### config.mk
export PLATFORM = sky130hd
export DESIGN_NAME = pulse_stretcher
export DESIGN_NICKNAME = d
export VERILOG_FILES = /design/src/rtl/pulse_stretcher.sv
export SDC_FILE = /design/constraint.sdc
export NUM_CORES = 1
export LEC_CHECK = 0
export BUFFER_PORTS_ARGS = -buffer_cell sky130_fd_sc_hd__buf_2
export CORE_UTILIZATION = 35
export CTS_BUF_LIST = sky130_fd_sc_hd__clkbuf_16
export CTS_CLUSTER_SIZE = 30
export DETAILED_ROUTE_END_ITERATION = 10
export MAX_ROUTING_LAYER = met4
export PLACE_DENSITY_LB_ADDON = 0.12
export SLEW_MARGIN = 15
export SYNTH_ARGS = -nofsm -noshare
export SYNTH_HDL_FRONTEND = slang
export SYNTH_SLANG_ARGS = --single-unit
### constraint.sdc
create_clock -name clk -period 3 [get_ports clk]
set_input_delay 0.45 -clock clk [delete_from_list [all_inputs] [get_ports clk]]
set_output_delay 0.45 -clock clk [all_outputs]
set_load 0.005 [all_outputs]
### src/rtl/pulse_stretcher.sv
// Stretches 1-cycle trigger strobes into fixed-length output pulses with optional
// retriggering, a post-pulse hold-off window and accepted/dropped status strobes.
module pulse_stretcher #(
    parameter int WIDTH_BITS = 16,
    parameter int RETRIGGER  = 0,
    parameter int HOLDOFF    = 0
) (
    input  logic                  clk,
    input  logic                  reset_n,
    input  logic                  trig,
    input  logic [WIDTH_BITS-1:0] width,
    output logic                  pulse_out,
    output logic                  busy,
    output logic                  pulse_done,
    output logic                  trig_dropped
);

    typedef enum logic [1:0] {
        IDLE   = 2'd0,
        ACTIVE = 2'd1,
        HOLD   = 2'd2
    } state_e;

    localparam logic [WIDTH_BITS-1:0] CNT_ONE   = WIDTH_BITS'(1);
    localparam logic [WIDTH_BITS-1:0] HOLD_LOAD = WIDTH_BITS'(HOLDOFF);

    state_e                  state_q, state_d;
    logic [WIDTH_BITS-1:0]   cnt_q, cnt_d;
    logic                    done_q, done_d;
    logic                    drop_q, drop_d;
    logic                    trig_ok;

    assign trig_ok = trig && (width != '0);

    // NOTE: every signal written here gets a default first so no path can infer a latch.
    always_comb begin
        state_d = state_q;
        cnt_d   = cnt_q;
        done_d  = 1'b0;
        drop_d  = 1'b0;

        unique case (state_q)
            IDLE: begin
                if (trig_ok) begin
                    state_d = ACTIVE;
                    cnt_d   = width;
                end
            end

            ACTIVE: begin
                if ((RETRIGGER != 0) && trig_ok) begin
                    cnt_d = width;
                end else if (cnt_q <= CNT_ONE) begin
                    // <= rather than == keeps the counter from ever wrapping below 1.
                    done_d = 1'b1;
                    if (HOLDOFF > 0) begin
                        state_d = HOLD;
                        cnt_d   = HOLD_LOAD;
                    end else begin
                        state_d = IDLE;
                        cnt_d   = '0;
                    end
                end else begin
                    cnt_d = cnt_q - CNT_ONE;
                end

                if ((RETRIGGER == 0) && trig_ok) begin
                    drop_d = 1'b1;
                end
            end

            HOLD: begin
                drop_d = trig_ok;
                if (cnt_q <= CNT_ONE) begin
                    state_d = IDLE;
                    cnt_d   = '0;
                end else begin
                    cnt_d = cnt_q - CNT_ONE;
                end
            end

            default: begin
                state_d = IDLE;
                cnt_d   = '0;
            end
        endcase
    end

    // NOTE: state registers use non-blocking assignments so all flops update together.
    always_ff @(posedge clk or negedge reset_n) begin
        if (!reset_n) begin
            state_q <= IDLE;
            cnt_q   <= '0;
            done_q  <= 1'b0;
            drop_q  <= 1'b0;
        end else begin
            state_q <= state_d;
            cnt_q   <= cnt_d;
            done_q  <= done_d;
            drop_q  <= drop_d;
        end
    end

    assign pulse_out    = (state_q == ACTIVE);
    assign busy         = (state_q != IDLE);
    assign pulse_done   = done_q;
    assign trig_dropped = drop_q;

endmodule

==> results of run 1 <==
## final cells by class
| type | count | area [um2] | area share |
|---|---|---|---|
| clock buffer | 3 | 75.1 | 0.0538 |
| tap | 44 | 55.1 | 0.0395 |
| inverter | 4 | 15.0 | 0.0108 |
| multi-input combinational | 94 | 644 | 0.462 |
| clock inverter | 1 | 5.00 | 0.00359 |
| sequential | 19 | 475 | 0.341 |
| timing repair buffer | 24 | 125 | 0.0897 |
## report_power, final
part	internal, mW	total, mW	switching, mW
Sequential	0.351	0.465	0.114
Combinational	0.165	0.311	0.146
Clock	0.179	0.279	0.100
## synthesized netlist by cell type (all sizes together) (5+ instances only)
cell / number / area (um2)
nor3: 7 / 51.3
nor2: 10 / 37.5
o21ai: 6 / 30.0
mux2i: 7 / 70.1
a21oi: 7 / 35.0
buf: 5 / 26.3
xnor2: 7 / 61.3
nor3b: 7 / 52.6
nand2: 5 / 18.8
xor2: 6 / 52.6
dfrtp: 19 / 475
o22ai: 9 / 56.3
## worst reg2reg max path: cells and delay by family (launching register included)
family,cells,cell delay [ns]
compound gates,3,0.85
flops,1,0.41
simple gates,2,0.76
## flip-flops by register name (all words and copies together), names as in the netlist
name,count
cnt_q,16
pulse_done,1
state_q,1
trig_dropped,1
## cells by family after synthesis
logic type | Yosys count
compound gates | 26
xor+xnor | 13
fa+ha+maj | 2
buf+inv | 11
flops | 19
mux | 7
simple gates | 46
## stage by stage
| step | instance area [um2] | setup WS [ns] | util | cells |
|---|---|---|---|---|
| 2_1_floorplan | 1160 | 1.20 | - | 124 |
| 3_3_place_gp | 1320 | 0.962 | 0.424 | 185 |
| 3_5_place_dp | 1320 | 0.900 | 0.424 | 185 |
| 4_1_cts | 1400 | 0.875 | 0.450 | 189 |
| 5_1_grt | 1400 | 0.722 | 0.450 | 189 |
| 6_report | 1400 | 0.870 | 0.450 | 189 |
## metal layers
| metal | routed length [um] | up-vias |
|---|---|---|
| met3 | 98 | 6 |
| met4 | 41 | 0 |
| met2 | 1320 | 23 |
| met5 | 0 | - |
| li1 | - | 492 |
| met1 | 1370 | 491 |
## worst min-delay path by stage
| stage | cells past startpoint | start | to |
|---|---|---|---|
| floorplan | 0 | reset_n | cnt_q[0] |
| global placement | 1 | reset_n | trig_dropped |
| detailed placement | 1 | reset_n | trig_dropped |
| CTS | 1 | reset_n | trig_dropped |
| global route | 1 | reset_n | trig_dropped |
| finish | 1 | reset_n | cnt_q[9] |
==> reports/results.txt, run 1 <==
Mux cell area share after synthesis: 0.0603
Pins Over Slew Limit: 0
ANT cells: 0
Skew-Pair Late Insertion Delay: 0.25 ns
R2r setup slk: 0.87 ns
Htree depth: 1
Max VDD drop: 373 uV
GR Overflow Total: 0
Root Buffer Master: clkbuf_16
Setup-failing EPs final: 0
Gpl congestion: 0.783
Synth Area in Adders: 0.0216
Via-to-Cell Ratio: 5.35
Initial DRC Count: 34
Max Cap Viol: 0
CTS Buf Count: 3
Crit end category: register
Std cell rows: 20
Postcts setup bufs: 0
Worst EP arrival: 2.26 ns
Commonest cells after routing, fill and taps aside: 22 x buf_2, 19 x dfrtp_1, 10 x nor2_1, 9 x o22ai_1
CTS tree: built
Worst clock skew: 0.00128 ns
R2r startpoint: cnt_q[10]
Minimum hold slack: 0.136 ns
Worst-path fanout max: 15
Synth Area in Compound Gates: 0.136
RR Endpoint: cnt_q[8]
Worst Setup EP: cnt_q[8]
Overall Power: 1.06 mW
WP buf/inv: 0
Post-synth ARST share: 1.00
Critical Path Stages: 5
Run status: completed
Pleak: 0.579 nW
First-pass GRT wire length: 4.72 mm
Crit path from: cnt_q[10]
Largest family of logic cells by synthesized area: simple AND/OR/NAND/NOR gates
Starting Density: 0.374
PwrDens: 757 mW/mm2
Most used DFF post-synth: dfrtp_1
Post-CTS Hold Fix Bufs: 0
Syn_nets: 145
CTS resizes: 0
Antenna-violating nets left: 0
Post-route DRC violation count: 0
Met3 GRT Util: 0.0328
WP data required: 3.13 ns
Final wirelength: 2.83 mm
Post-synthesis cell type count: 34
Syn_area_per_cell: 9.36 um2
Commonest non-fill, non-tap cell in the layout: buf_2
Post-synth EDFFs: 0
Max stage delay on crit path: 0.59 ns
Overall die width: 59.6 um
Post-DP HPWL: 2.01 mm
Number of global-route vias before repair: 1018
Slew margin rel.: 0.683
I/O pin total: 23
Sequential share of the synthesized area: 0.409
Met2 GRT Util: 0.294
Maximum buffer depth of the clock tree: 2
Worst setup path category: register to register
Clock Pin Slew Worst Setup and Hold Paths: 0.06 ns
Vias: 1012
Post-Synth Simple-Gate Area: 0.233
Crit path cell chain: or4_4, nor3_4, a41o_2, o22ai_1, a221o_1
R2R cell count: 5
Filler cells: 335
Input/output buffers: 22
Largest net degree at the start of global routing: 21
GR peak layer: met2
Crit path max-delay family: compound AO/OA/AOI/OAI gates
HP Class: input port to asynchronous set/reset pin
Share of cells above drive strength 1: 0.228
F_max: 469 MHz
Die Area: 0.00355 mm2
Synthesized instance count: 124
Final period utilization: 0.710
Slowest cell on crit path: or4_4
Nets: 167
Synth-to-Final Area Change: 20.2%
Startpoint types: register
Setup repair after global routing missed its margin: no
Least-Margin Pin Slew: 0.471 ns
Die H: 59.6 um
Syn Std Cell Area: 0.00116 mm2
TritonRoute pass-1 iters: 4
Yosys warns: 0
#FFs+latches synth: 19
Final hold viol count: 0
Final critical-path required period: 2.13 ns
Setup TNS: 0 ns
Clock sinks: 19
Synth Area in XOR/XNOR: 0.0981
WL/cell: 15.0 um
GR Util All Layers: 0.188
Area of the core: 0.00310 mm2
Initial antenna violation count: 0
GRT met1 Usage: 0.251
No activity file was read; power rests on OpenSTA's default activity.
==> run 2: changes to the inputs <==
clock period = 2 ns   (was 3 ns; I/O delays follow)
==> run 2 against run 1 <==
  * The flow now finishes with violations (negative hold slack)
  * Fmax rose by 12%
  * Count of clock-buffer cells in the layout unchanged
  * Combinational power is 67% higher
  * Sequential power grew 49%
  * Design area increased by 3.2%
  * Hold slack worse by 0.15 ns
  * First-iteration DRC count is 41% higher
  * Sequential share of layout area decreased by 1.1 points
  * Clock skew rose by 0.0054 ns
  * Largest cell class unchanged
==> reports/results.txt, run 2 (synthesized netlist as in run 1, its figures left out) <==
Final hold viol count: 18 (+18)
GR Util All Layers: 0.199 (+0.0113)
Largest net degree at the start of global routing: 23 (+9.5%)
Crit path from: cnt_q[10]
WL/cell: 14.6 um (-2.2%)
Worst Setup EP: cnt_q[8]
Setup repair after global routing missed its margin: no
CTS resizes: 0 (unchanged)
WP data required: 2.14 ns (-0.99 ns)
Via-to-Cell Ratio: 5.28 (-1.4%)
Max reg flops: 16 (unchanged)
Initial antenna violation count: 0 (unchanged)
Least-Margin Pin Slew: 0.466 ns (-0.00489 ns)
Max Cap Viol: 0 (unchanged)
Maximum buffer depth of the clock tree: 2 (unchanged)
Starting Density: 0.374 (unchanged)
Post-DP HPWL: 2.02 mm (+0.54%)
TritonRoute pass-1 iters: 4 (unchanged)
Setup TNS: 0 ns (unchanged)
Htree depth: 1 (unchanged)
PwrDens: 1140 mW/mm2 (+51%)
Overall die width: 59.6 um (unchanged)
GR Overflow Total: 0 (unchanged)
Post-CTS Hold Fix Bufs: 0 (unchanged)
Input/output buffers: 22 (unchanged)
Final period utilization: 0.954 (+0.244)
Pins Over Slew Limit: 0 (unchanged)
Area of the core: 0.00310 mm2 (unchanged)
Setup-failing EPs final: 0 (unchanged)
Antenna-violating nets left: 0 (unchanged)
Clock Pin Slew Worst Setup and Hold Paths: 0.06 ns (about the same)
Commonest cells after routing, fill and taps aside: 22 x buf_2, 19 x dfrtp_1, 10 x nor2_1, 9 x o22ai_1, 8 x buf_4
Synth-to-Final Area Change: 24.0%
Clock sinks: 19 (unchanged)
Gpl congestion: 0.822 (+5.1%)
Initial DRC Count: 48 (+41%)
Max VDD drop: 571 uV (+53%)
Post-route DRC violation count: 0 (unchanged)
Number of global-route vias before repair: 1000 (-1.8%)
Pleak: 0.610 nW (+5.3%)
Failing checks: negative hold slack
R2r setup slk: 0.09 ns (-0.78 ns)
Run status: complete, but fails checks
Die Area: 0.00355 mm2 (unchanged)
Postcts setup bufs: 0 (unchanged)
CTS tree: built
First-pass GRT wire length: 4.83 mm (+2.4%)
Vias: 1029 (+1.7%)
Share of cells above drive strength 1: 0.258 (+0.0307)
Crit end category: register
I/O pin total: 23 (unchanged)
R2r startpoint: cnt_q[10]
ANT cells: 0 (unchanged)
Top reg by flops: cnt_q
Startpoint types: register
Root Buffer Master: clkbuf_16
Worst clock skew: 0.00667 ns (+0.00539 ns)
Std cell rows: 20 (unchanged)
Slew margin rel.: 0.689 (+0.00616)
HP Class: input port to asynchronous set/reset pin
Skew-Pair Late Insertion Delay: 0.26 ns (about the same)
Final critical-path required period: 1.91 ns (-0.222 ns)
Minimum hold slack: -0.0109 ns (-0.147 ns)
F_max: 524 MHz (+12%)
CTS Buf Count: 3 (unchanged)
R2R cell count: 5 (unchanged)
RR Endpoint: cnt_q[8]
Final wirelength: 2.86 mm (+0.95%)
Commonest non-fill, non-tap cell in the layout: buf_2
Nets: 173 (+3.6%)
Worst EP arrival: 2.05 ns (-0.21 ns)
Worst-path fanout max: 6 (-9)
Die H: 59.6 um (unchanged)
Worst setup path category: register to register
-- run 2: area by class of cell --
class / count / area, um2
inverters: 4 / 15.0
flip-flops and latches: 19 / 475
clock buffers: 3 / 75.1
repair buffers: 30 / 170
fillers: 326 / 1660
well taps: 44 / 55.1
clock inverters: 1 / 5.00
multi-input cells: 94 / 644
-- run 2: per-stage QoR --
step	std cells	total power, mW	util	setup slack (ns)	area (um2)
4_1_cts	195	1.66	0.464	0.0905	1440
5_1_grt	195	1.76	0.464	0.0140	1440
2_1_floorplan	124	1.04	-	0.198	1160
3_5_place_dp	191	1.22	0.438	0.102	1360
6_report	195	1.64	0.464	0.0918	1440
3_3_place_gp	191	1.21	0.438	0.135	1360
-- run 2: critical path, cell delays in order (launching register included) --
cell	delay, ns
dfrtp_1	0.41
or4_4	0.58
nor3_4	0.17
a41o_2	0.26
o22ai_1	0.09
a221o_1	0.29
-- run 2: layer usage --
layer | wire length (um) | track usage | vias to the layer above
met1 | 1340 | 0.243 | 502
met3 | 112 | 0.0546 | 4
li1 | - | - | 506
met4 | 51 | 0.0963 | 0
met5 | 0 | - | -
met2 | 1350 | 0.303 | 17
-- run 2: worst min path at each step --
stage                       start           end  slack (ns)
final                     reset_n    pulse_done       -0.01
after global routing      reset_n  trig_dropped        0.03
after CTS                 reset_n    pulse_done       0.005
after detailed placement  reset_n    pulse_done        0.28
after global placement    reset_n    state_q[0]        0.28
after floorplan           reset_n      cnt_q[0]       0.004
-- run 2: where the power goes --
group	switching, mW	internal, mW	total (mW)	leakage (nW)
Clock	0.159	0.269	0.428	0.0409
Sequential	0.166	0.526	0.692	0.222
Combinational	0.234	0.286	0.520	0.347
==> run 3: changes to the inputs <==
CELL_PAD_IN_SITES_DETAIL_PLACEMENT = 0   (was unset)
CELL_PAD_IN_SITES_GLOBAL_PLACEMENT = 1   (was unset)
==> run 3 against run 2 <==
  * The run still ends with negative hold slack left
  * Non-clock buffer count rose by 1
  * Total power fell by 1.0%
  * Critical path depth did not move
  * Register-to-register slack got worse by 0.04 ns
  * Clock power fell by 4%
==> reports/results.txt, run 3 (synthesized netlist as in run 1, its figures left out) <==
First-pass GRT wire length: 4.73 mm (-2.0%)
WL/cell: 14.6 um (-0.34%)
Final critical-path required period: 1.95 ns (+0.0371 ns)
GR Overflow Total: 0 (unchanged)
Via-to-Cell Ratio: 5.20 (-1.5%)
Max reg flops: 16 (unchanged)
Post-CTS Hold Fix Bufs: 0 (unchanged)
Combinational fraction of design power: 0.321 (+0.004)
Synth-to-Final Area Change: 25.2%
Switch Pwr: 0.543 mW (-3.0%)
Max stage delay on crit path: 0.59 ns (about the same)
Std cell rows: 20 (unchanged)
Setup TNS: 0 ns (unchanged)
Initial DRC Count: 80 (+67%)
GRT met1 Usage: 0.253 (+0.0102)
Int Pwr: 1.08 mW (about the same)
Gpl congestion: 0.764 (-7.1%)
Placed cell areas: 0.00136 mm2 (unchanged)
Overall Power: 1.62 mW (-1.0%)
Number of global-route vias before repair: 965 (-3.5%)
Vias: 1019 (-0.97%)
Nets: 174 (+0.58%)
WP data required: 2.13 ns (about the same)
TritonRoute pass-1 iters: 4 (unchanged)
PwrDens: 1120 mW/mm2 (-2.0%)
Maximum buffer depth of the clock tree: 2 (unchanged)
Layout Utilization: 0.469 (+0.00444)
Final wirelength: 2.86 mm (+0.18%)
Power share of the clock group: 0.254 (-0.007)
Max Cap Viol: 0 (unchanged)
Post-DP HPWL: 2.01 mm (-0.61%)
Pleak: 0.616 nW (+1.1%)
Top reg by flops: cnt_q
Die H: 59.6 um (unchanged)
HP Class: input port to asynchronous set/reset pin
Multi-input gate area in the final layout: 651 um2 (+0.97%)
Root Buffer Master: clkbuf_16
Minimum hold slack: -0.00859 ns (+0.00233 ns)
Post-route DRC violation count: 0 (unchanged)
Final period utilization: 0.973 (+0.0185)
Htree depth: 1 (unchanged)
Starting Density: 0.374 (unchanged)
Commonest cells after routing, fill and taps aside: 22 x buf_2, 19 x dfrtp_1, 10 x nor2_1, 9 x buf_4, 8 x o22ai_1
Least-Margin Pin Slew: 0.457 ns (-0.00928 ns)
Startpoint types: register
Share of cells above drive strength 1: 0.270 (+0.0115)
GR peak layer: met2
Worst EP arrival: 2.08 ns (+0.03 ns)
Filler cells: 329 (+0.92%)
Input/output buffers: 22 (unchanged)
Commonest non-fill, non-tap cell in the layout: buf_2
I/O pin total: 23 (unchanged)
Worst setup path category: register to register
Crit end category: register
Overall die width: 59.6 um (unchanged)
Max VDD drop: 599 uV (+4.9%)
Met3 GRT Util: 0.0328 (-0.0218)
Post-route design area: 0.00145 mm2 (+0.96%)
Crit path from: cnt_q[10]
Sequential power share: 0.425 (+0.003)
GR Util All Layers: 0.192 (-0.00726)
Slowest cell on crit path: or4_4
Failing checks: negative hold slack
Final hold viol count: 14 (-4)
Slew margin rel.: 0.695 (+0.00619)
CTS Buf Count: 3 (unchanged)
Setup-failing EPs final: 0 (unchanged)
WP buf/inv: 0 (unchanged)
R2r startpoint: cnt_q[10]
Skew-Pair Late Insertion Delay: 0.25 ns (about the same)
CTS tree: built
ANT cells: 0 (unchanged)
Initial antenna violation count: 0 (unchanged)
Worst-path fanout max: 5 (-1)
Clock sinks: 19 (unchanged)
Area of the core: 0.00310 mm2 (unchanged)
Register area: 475 um2 (unchanged)
Setup repair after global routing missed its margin: no
Switching Fraction: 0.334 (-0.00688)
Clock Pin Slew Worst Setup and Hold Paths: 0.05 ns (about the same)
Crit path cell chain: or4_4, nor3_4, a41o_2, o22ai_2, a221o_1
Worst clock skew: 0.00114 ns (-0.00553 ns)
Crit path max-delay family: simple AND/OR/NAND/NOR gates
F_max: 514 MHz (-1.9%)
Met2 GRT Util: 0.286 (-0.0177)
Pins Over Slew Limit: 0 (unchanged)
Die Area: 0.00355 mm2 (unchanged)
Run status: complete, but fails checks
Antenna-violating nets left: 0 (unchanged)
Largest net degree at the start of global routing: 23 (unchanged)
[run 3: cell count changes in the layout (fill, tap and decap cells not counted)]
cell / before / now
buf_4: 8 / 9
o22ai_2: 0 / 1
o22ai_1: 9 / 8
[run 3: power by group through the flow]
| stage | Combinational (mW) | Clock (mW) | Sequential (mW) |
|---|---|---|---|
| 3_5_place_dp | 0.516 | 0 | 0.696 |
| 3_3_place_gp | 0.514 | 0 | 0.694 |
| 2_1_floorplan | 0.369 | 0 | 0.666 |
| 4_1_cts | 0.523 | 0.424 | 0.691 |
| 5_1_grt | 0.595 | 0.446 | 0.717 |
| 6_report | 0.521 | 0.412 | 0.691 |
[run 3: final timing paths]
kind / to / slack (ns) / cells past startpoint
hold / removal: state_q[0] / -0.009 / 1
setup / recovery: cnt_q[8] / 0.05 / 5
max in group asynchronous: cnt_q[2] / 1.69 / 1
min in group clk: cnt_q[11] / 0.28 / 3
setup reg to reg: cnt_q[8] / 0.05 / 5
hold reg to reg: cnt_q[0] / 0.56 / 1
[run 3: timing repair]
item | CTS | global route
resized for setup | 0 | 1
setup endpoints to repair | 0 | 1
setup buffers | 0 | 1
[run 3: cell type report]
cell class	instances	area share
multi-input combinational	94	0.448
tap	44	0.0379
sequential	19	0.327
inverter	4	0.0103
clock buffer	3	0.0516
timing repair buffer	31	0.122
clock inverter	1	0.00344
[run 3: stage by stage]
step           worst slack, ns  instances
2_1_floorplan            0.198        124
3_3_place_gp             0.133        191
3_5_place_dp            0.0751        191
4_1_cts                 0.0687        195
5_1_grt                0.00213        196
6_report                0.0547        196
[run 3: layer usage]
metal  wire, um  part of all wire  vias up
li1           -                 -      507
met2       1320              0.46       24
met1       1400              0.49      484
met4         47             0.016        0
met3         97             0.034        4
met5          0                 0        -
